<file path="config.mk">
export PLATFORM = sky130hd
export DESIGN_NAME = data_cache_ctrl
export DESIGN_NICKNAME = d
export VERILOG_FILES = /design/src/rtl/data_cache_ctrl.sv
export SDC_FILE = /design/constraint.sdc
export NUM_CORES = 1
export LEC_CHECK = 0
export ABC_CLOCK_PERIOD_IN_PS = 5930
export CORE_ASPECT_RATIO = 0.9
export CORE_MARGIN = 4
export CORE_UTILIZATION = 30
export DETAILED_ROUTE_END_ITERATION = 12
export PLACE_DENSITY = 0.42
export RECOVER_POWER = 100
export SLEW_MARGIN = 25
export SYNTH_ARGS = -nofsm -noshare
export SYNTH_HDL_FRONTEND = slang
export SYNTH_SLANG_ARGS = --single-unit
</file>
<file path="constraint.sdc">
create_clock -name clk -period 5.93 [get_ports clk]
set_input_delay 0.593 -clock clk [delete_from_list [all_inputs] [get_ports clk]]
set_output_delay 0.593 -clock clk [all_outputs]
set_load 0.01 [all_outputs]
</file>
<file path="src/rtl/data_cache_ctrl.sv">
// Direct-mapped, write-through, no-write-allocate data cache with one word per line.
// Read hits are served in the same cycle; read misses and all writes stall the core while main memory responds.
module data_cache_ctrl #(
  parameter int unsigned ADDR_W  = 10,
  parameter int unsigned INDEX_W = 5,
  parameter int unsigned DATA_W  = 32,
  parameter int unsigned CNT_W   = 16
) (
  input  logic              clk,
  input  logic              rst,
  input  logic              MemRead,
  input  logic              MemWrite,
  input  logic [31:0]       Addr,
  input  logic [DATA_W-1:0] WrData,
  output logic [DATA_W-1:0] RdData,
  output logic              Stall,
  output logic              mem_req,
  output logic              mem_we,
  output logic [ADDR_W-1:0] mem_addr,
  output logic [DATA_W-1:0] mem_wdata,
  input  logic [DATA_W-1:0] mem_rdata,
  input  logic              mem_ready,
  output logic [CNT_W-1:0]  hit_cnt,
  output logic [CNT_W-1:0]  miss_cnt
);

  localparam int unsigned LINES = 1 << INDEX_W;
  localparam int unsigned TAG_W = ADDR_W - INDEX_W;

  typedef enum logic [1:0] {
    S_IDLE  = 2'd0,
    S_RFILL = 2'd1,
    S_WTHRU = 2'd2
  } state_t;

  state_t              r_state;
  state_t              w_next;
  logic [LINES-1:0]    r_valid;
  logic [TAG_W-1:0]    r_tag  [LINES];
  logic [DATA_W-1:0]   r_data [LINES];
  logic [CNT_W-1:0]    r_hit_cnt;
  logic [CNT_W-1:0]    r_miss_cnt;

  logic [ADDR_W-1:0]   w_word_addr;
  logic [INDEX_W-1:0]  w_index;
  logic [TAG_W-1:0]    w_tag;
  logic                w_hit;
  logic                w_fill;
  logic                w_wr_update;
  logic                w_cnt_hit;
  logic                w_cnt_miss;
  logic                w_unused;

  assign w_word_addr = Addr[ADDR_W+1:2];
  assign w_index     = w_word_addr[INDEX_W-1:0];
  assign w_tag       = w_word_addr[ADDR_W-1:INDEX_W];
  assign w_hit       = r_valid[w_index] && (r_tag[w_index] == w_tag);
  assign w_unused    = ^{Addr[31:ADDR_W+2], Addr[1:0]};

  // The core holds Addr/WrData stable during a stall, so the memory bus is driven straight from them.
  assign mem_addr  = w_word_addr;
  assign mem_wdata = WrData;
  assign hit_cnt   = r_hit_cnt;
  assign miss_cnt  = r_miss_cnt;

  // State register.
  always_ff @(posedge clk) begin
    if (rst) r_state <= S_IDLE;
    else     r_state <= w_next;
  end

  // Next state, handshake outputs and array/counter update strobes.
  always_comb begin
    w_next      = r_state;
    Stall       = 1'b0;
    mem_req     = 1'b0;
    mem_we      = 1'b0;
    RdData      = '0;
    w_fill      = 1'b0;
    w_wr_update = 1'b0;
    w_cnt_hit   = 1'b0;
    w_cnt_miss  = 1'b0;
    if (!rst) begin
      unique case (r_state)
        S_IDLE: begin
          if (MemWrite) begin
            Stall  = 1'b1;
            w_next = S_WTHRU;
          end else if (MemRead) begin
            if (w_hit) begin
              RdData    = r_data[w_index];
              w_cnt_hit = 1'b1;
            end else begin
              Stall      = 1'b1;
              w_cnt_miss = 1'b1;
              w_next     = S_RFILL;
            end
          end
        end
        S_RFILL: begin
          mem_req = 1'b1;
          Stall   = !mem_ready;
          if (mem_ready) begin
            RdData = mem_rdata;
            w_fill = 1'b1;
            w_next = S_IDLE;
          end
        end
        S_WTHRU: begin
          mem_req = 1'b1;
          mem_we  = 1'b1;
          Stall   = !mem_ready;
          if (mem_ready) begin
            w_wr_update = w_hit;
            w_next      = S_IDLE;
          end
        end
        default: w_next = S_IDLE;
      endcase
    end
  end

  // Valid bits and saturating performance counters.
  always_ff @(posedge clk) begin
    if (rst) begin
      r_valid    <= '0;
      r_hit_cnt  <= '0;
      r_miss_cnt <= '0;
    end else begin
      if (w_fill) r_valid[w_index] <= 1'b1;
      if (w_cnt_hit && (r_hit_cnt != '1))
        r_hit_cnt <= r_hit_cnt + CNT_W'(1);
      if (w_cnt_miss && (r_miss_cnt != '1))
        r_miss_cnt <= r_miss_cnt + CNT_W'(1);
    end
  end

  // Tag/data arrays carry no reset; the valid bits qualify them.
  always_ff @(posedge clk) begin
    if (w_fill) begin
      r_tag[w_index]  <= w_tag;
      r_data[w_index] <= mem_rdata;
    end else if (w_wr_update) begin
      r_data[w_index] <= WrData;
    end
  end

endmodule

</file>
* Yosys cells after proc, flatten, opt, wreduce, memory -nomap -nowiden
Memories as Yosys holds them, arrays and structs flattened. Index checks and enable logic that the tools add are counted. Widths: inputs -> output; s select.
Operators by class: $add $sub $neg 2, multipliers 0, div/mod/pow operators 0, magnitude comparators 2, eq/ne operators 8, shift-type cells 0, multiplexer cells 44, bitwise logic cells 2, reduce and logical (&&, ||, !) cells 8
Operator list (count):
- $mux 32 | 6
- $pmux 32 s2 | 1
- $add 16x1->16 const B | 2
- $ne 16x16->1 const B | 2
- $or 32x32->32 | 1
- $mux 1 | 29
- $mux 2 | 4
- $lt 5x6->1 const B | 1
- $ne 3x3->1 const B | 2
- $bmux 1 s5 | 1
- $demux 1 s5 | 1
- $eq 5x5->1 | 1
- $ge 5x1->1 const B | 1
- $logic_and 1x1->1 | 4
- $pmux 2 s2 | 1
- $reduce_and 3->1 | 1
- $eq 2x1->1 const B | 1
- $eq 2x2->1 const B | 1
- $logic_not 2->1 | 1
- $ne 2x1->1 const B | 1
- $pmux 1 s2 | 1
- $reduce_or 2->1 | 1
- $logic_not 1->1 | 1
- $or 1x1->1 | 1
Storage, ports and cells: bits in registers 66, latch bits 0, RAM bits 1184, ROM bits 0, output and inout bits 109, word-level logic and storage cells 72, memories 2
Memory list:
- r_data | depth 32, width 32, rd ports 1, clocked after Yosys merged registers in 0, write ports 1, line 40 | logic [DATA_W-1:0] r_data [LINES];
- r_tag | depth 32, width 5, rd ports 1, clocked after Yosys merged registers in 0, write ports 1, line 39 | logic [TAG_W-1:0] r_tag [LINES];

* Logic depth before layout (Yosys ltp)
Gate-level depths: netlist of the first run.
depth in word-level cells 10, mapped depth 16

* Worst setup path before layout of the first run
OpenSTA, ideal clock, no wires.
kind input-to-reg, start point in Addr[2], end point mem r_data[11][0], enable pin, arrival 4.525 ns, required time 5.509 ns, slack 0.984 ns, cell stages on the path 13, buffers on the path 4, path through buf_6 buf_4 buf_2 mux2i_1 o22ai_1 nor4_1 mux2i_1 xor2_1 or4_1 buf_2 o32ai_4 nand3_1 nor2_1
Between the ends: word-level cells in the longest chain between the ends 10, elaborated cells between the ends (all ways) 12, classes of those cells eq/ne (1); mux (8); bitwise (1); reduce/logical (1); memory (1)
Ends and longest elaborated chain:
- start, declared | line 13 | input logic [31:0] Addr,
- $mem_v2 32x5 or $bmux 1 s5 (tied branches)
- $eq 5x5->1 or $mux 1 (tied branches) | line 57 | assign w_hit = r_valid[w_index] && (r_tag[w_index] == w_tag);
- $logic_and 1x1->1 | line 57
- $mux 1 | line 113 | if (mem_ready) begin
- $mux 1 | line 84 | unique case (r_state)
- $mux 1 | line 83 | if (!rst) begin
- $mux 1 | line 143 | end else if (w_wr_update) begin
- $mux 1 | line 140 | if (w_fill) begin
- $mux 1 (not written as such) | line 144 | r_data[w_index] <= WrData;
- $or 1x1->1 (no line)
- end, declared | line 40
Parallel ways exist; a longest one is shown, timed or not. The select of a mux whose other input is x is not followed.

* Worst setup path in the final report of the first run
start point in Addr[6], end point out RdData[3]
Between the ends: word-level cells in the longest chain between the ends 8, elaborated cells between the ends (all ways) 11, classes of those cells eq/ne (1); mux (7); reduce/logical (1); memory (2)
Ends and longest elaborated chain:
- $mem_v2 32x5 or $bmux 1 s5 (tied branches)
- $eq 5x5->1 or $mux 1 (tied branches) | line 57
- $logic_and 1x1->1 | line 57
- $mux 32 * | line 90 | if (w_hit) begin
- $mux 32 * | line 89 | end else if (MemRead) begin
- $mux 32 * | line 86 | if (MemWrite) begin
- $pmux 32 s2 * | line 84
- $mux 32 * | line 83
- end, declared | line 15 | output logic [DATA_W-1:0] RdData,
Mark *: on every way between the ends. The rest lies on a longest branch, timed or not. The select of a mux whose other input is x is not followed.

==> results.json, run 1 <==
{
  "async_reset_ff_share_pct": 0,
  "crit_buf_inv": 4,
  "core-area_mm2": 0.162,
  "ys_seq_area_share_pct": 75.3,
  "min_period_over_period_pct": 95.1,
  "syn_avg_cell_area_um2": 19.9,
  "powerDensity_mw_per_mm2": 326,
  "syn_area_mm2": 0.0490,
  "grt_pass1_vias": 26600,
  "cts_buffers": 140,
  "slew_headroom_pct": -26.5,
  "clk_latency_ns": 0.76,
  "drt-total-wl_um": 143000,
  "synth_edf_count": 1184,
  "power_leakage_uw": 0.0184,
  "place_congestion": 0.777,
  "met1_usage_pct": 23.4,
  "rows": 140,
  "final_core_util_pct": 35.7,
  "drc": 0,
  "via_per_inst": 5.12,
  "rsz0062_at_grt": "false",
  "path_clk_slew_ns": 0.06,
  "nFillCells": 15000,
  "die_w_um": 434,
  "dp_hpwl_um": 83600,
  "worst_pin_slew_ns": 1.90,
  "crit_family": "buffers and inverters",
  "synth.net_count": 2570,
  "antenna_found_initial": 7,
  "tns_ns": 0,
  "crit_chain": "dlygate4sd3_1 -> buf_4 -> nand2b_1 -> o221ai_1 -> a2111oi_0 -> a21o_1 -> xnor2_1 -> or4_1 -> nor2_1 -> buf_4 -> a32oi_1 -> nor2_1 -> dlygate4sd3_1",
  "status": "complete, but fails checks",
  "fin_cells": 4972,
  "hp-class": "input pin to register",
  "cp.arrival_ns": 5.05,
  "power_uw": 18800,
  "dp_cells": 4720,
  "setup_viol": 0,
  "postCtsResizedCells": 0,
  "critical-path-max-stage-delay_ns": 0.88,
  "num_vias": 25500,
  "cap_violations": 4,
  "hold_viol_final": 0,
  "crit_type": "input pin to output port",
  "grt_max_degree": 131,
  "cts_sinks": 1250,
  "worstSetupStartpointType": "input pin",
  "synthCells": 2463,
  "peakVddDrop_mv": 0.234,
  "grt_pass1_wl_um": 202000,
  "start_util_pct": 30.2,
  "crit_fanout": 19,
  "firstDrtPassIters": 5,
  "yosys.area.top_type": "edfxtp_1",
  "io_pins": 210,
  "required_ns": 5.34,
  "max_freq_ghz": 0.177,
  "synth_cell_type_count": 72,
  "grt-ovfl-total": 0,
  "synth_top_area_share_pct": 72.6,
  "htree_levels": 4,
  "cts_buffer_depth": 3,
  "grt_usage_pct": 16.9,
  "nNetsFinal": 2839,
  "synth_ff_type": "edfxtp_1",
  "cts_root_buf": "clkbuf_16",
  "post_cts_buffers": 0,
  "crit_path_top_delay_cell": "dlygate4sd3_1",
  "yosysWarnings": 0,
  "synth_area_leaders": "edfxtp_1 73%, mux4_2 12%, dfxtp_1 2.7%",
  "dpl_cell_area_mm2": 0.0541,
  "skew_ns": 0.0266,
  "busiest_layer": "met2",
  "grt_util_met2_pct": 27.5,
  "period_needed_ns": 5.64,
  "drive_above_1_share_pct": 21.4,
  "avgRoutedWirePerCell_um": 28.8,
  "synth_seq_cells": 1250,
  "crit_path_end_kind": "output port",
  "port_buffers": 187,
  "drt_iter0_markers": 2186,
  "postCtsHoldBufs": 0,
  "final-max-slew-violation-count": 136,
  "dieArea_mm2": 0.170,
  "drtAntennaViolNets": 0,
  "grtUsageMet3_pct": 2.90,
  "die-height_um": 391,
  "area_growth_pct": 18.1,
  "violations": "capacitance limit, slew limit",
  "cts_tree": "yes",
  "final_area_mm2": 0.0578
}
==> registers in the layout, summed over array words and instances, names as in the netlist <==
register,flops
miss_cnt,16
r_data,1024
r_valid,32
r_tag,160
hit_cnt,16
r_state,2
==> per-layer routing <==
layer	share of wire (%)	vias up
met5	0	-
met4	2.1	0
met3	4.8	166
met2	48	695
met1	45	13800
li1	-	10800
==> cells by family after synthesis <==
group | Yosys count | share of synthesized area [%]
xor gates and xnor gates | 9 | 0.161
AOI/OAI and AO/OA | 302 | 4.33
and+or+nand+nor | 318 | 3.31
adders and majority gates | 6 | 0.153
muxes | 376 | 14.6
DFF | 1250 | 75.3
buffers and inverters | 202 | 2.19
==> power breakdown <==
part	leakage (µW)	total [µW]	internal, µW	switching, µW
sequential	0.0112	9670	9670	4.06
combinational	0.00506	921	351	570
clock	0.00213	8250	4720	3530
total	0.0184	18800	14700	4110
==> worst reg2reg max path, stage by stage, from the launching register on <==
cell and delay, ns:
edfxtp_1 0.36, mux2i_1 0.32, o221ai_1 0.15, a2111oi_0 0.51
a21o_1 0.15, xnor2_1 0.08, or4_1 0.64, buf_4 0.22
o32ai_4 0.44, nand3_1 0.13, clkbuf_1 0.34, nor2_1 0.74
clkbuf_2 0.56
==> stage by stage <==
stage          hold WS, ns  worst slack [ns]
5_1_grt              0.400             0.116
3_5_place_dp         0.432             0.242
3_3_place_gp         0.427             0.255
4_1_cts              0.320             0.398
2_1_floorplan        0.418             0.984
6_report             0.404             0.291
==> path summary, 6_finish.rpt <==
check	from	to	slack, ns	cells past startpoint
setup / recovery	Addr[6]	RdData[3]	0.29	13
setup reg to reg	r_tag[11][1]	r_data[7][18]	0.89	12
hold / removal	rst	hit_cnt[8]	0.40	3
hold reg to reg	r_valid[7]	r_valid[7]	0.45	1
==> cells in the mapped netlist (8+ instances only) <==
cell type / number
edfxtp_1: 1184
mux4_2: 263
o22ai_1: 148
nor2_1: 130
clkbuf_1: 84
mux2i_1: 67
dfxtp_1: 66
buf_4: 45
nor4_1: 43
buf_2: 38
a21o_1: 33
a32oi_1: 32
mux2_1: 30
nand2_1: 25
nand3_1: 25
nor2b_1: 23
o21ai_0: 16
mux2_2: 13
a21oi_1: 12
buf_1: 11
buf_6: 11
inv_1: 11
nand2b_1: 11
o31ai_1: 9
or2_2: 9
and3_1: 8
==> layout by cell type, fill, tap and decap left out, drive strengths merged, types with 7 or more instances in the layout <==
master	instances
a211oi	7
a21o	34
a21oi	12
a32oi	32
and3	8
buf	58
clkbuf	246
clkdlybuf4s50	79
clkinv	64
dfxtp	66
dlygate4sd3	105
edfxtp	1184
inv	20
mux2	44
mux2i	67
mux4	265
nand2	27
nand2b	11
nand3	25
nor2	131
nor2b	23
nor4	43
o21ai	19
o22ai	148
o31ai	10
or2	9
==> final cells by class <==
| class | count | area [µm²] | area share [%] |
|---|---|---|---|
| Inverter | 12 | 45.0 | 0.0779 |
| Clock inverter | 79 | 633 | 1.09 |
| Timing Repair Buffer | 317 | 2730 | 4.72 |
| Tap cell | 2130 | 2670 | 4.61 |
| Antenna cell | 2 | 5.00 | 0.00865 |
| Multi-Input combinational cell | 1011 | 11200 | 19.3 |
| Sequential cell | 1250 | 36900 | 63.8 |
| Clock buffer | 171 | 3700 | 6.40 |
Note: power is estimated with default switching activity, not from simulation.
==> inputs of run 2 (changes only) <==
- CAP_MARGIN: not set -> 20
==> results of run 2 <==
The final DEF is identical to that of run 1; final timing and power are the same.
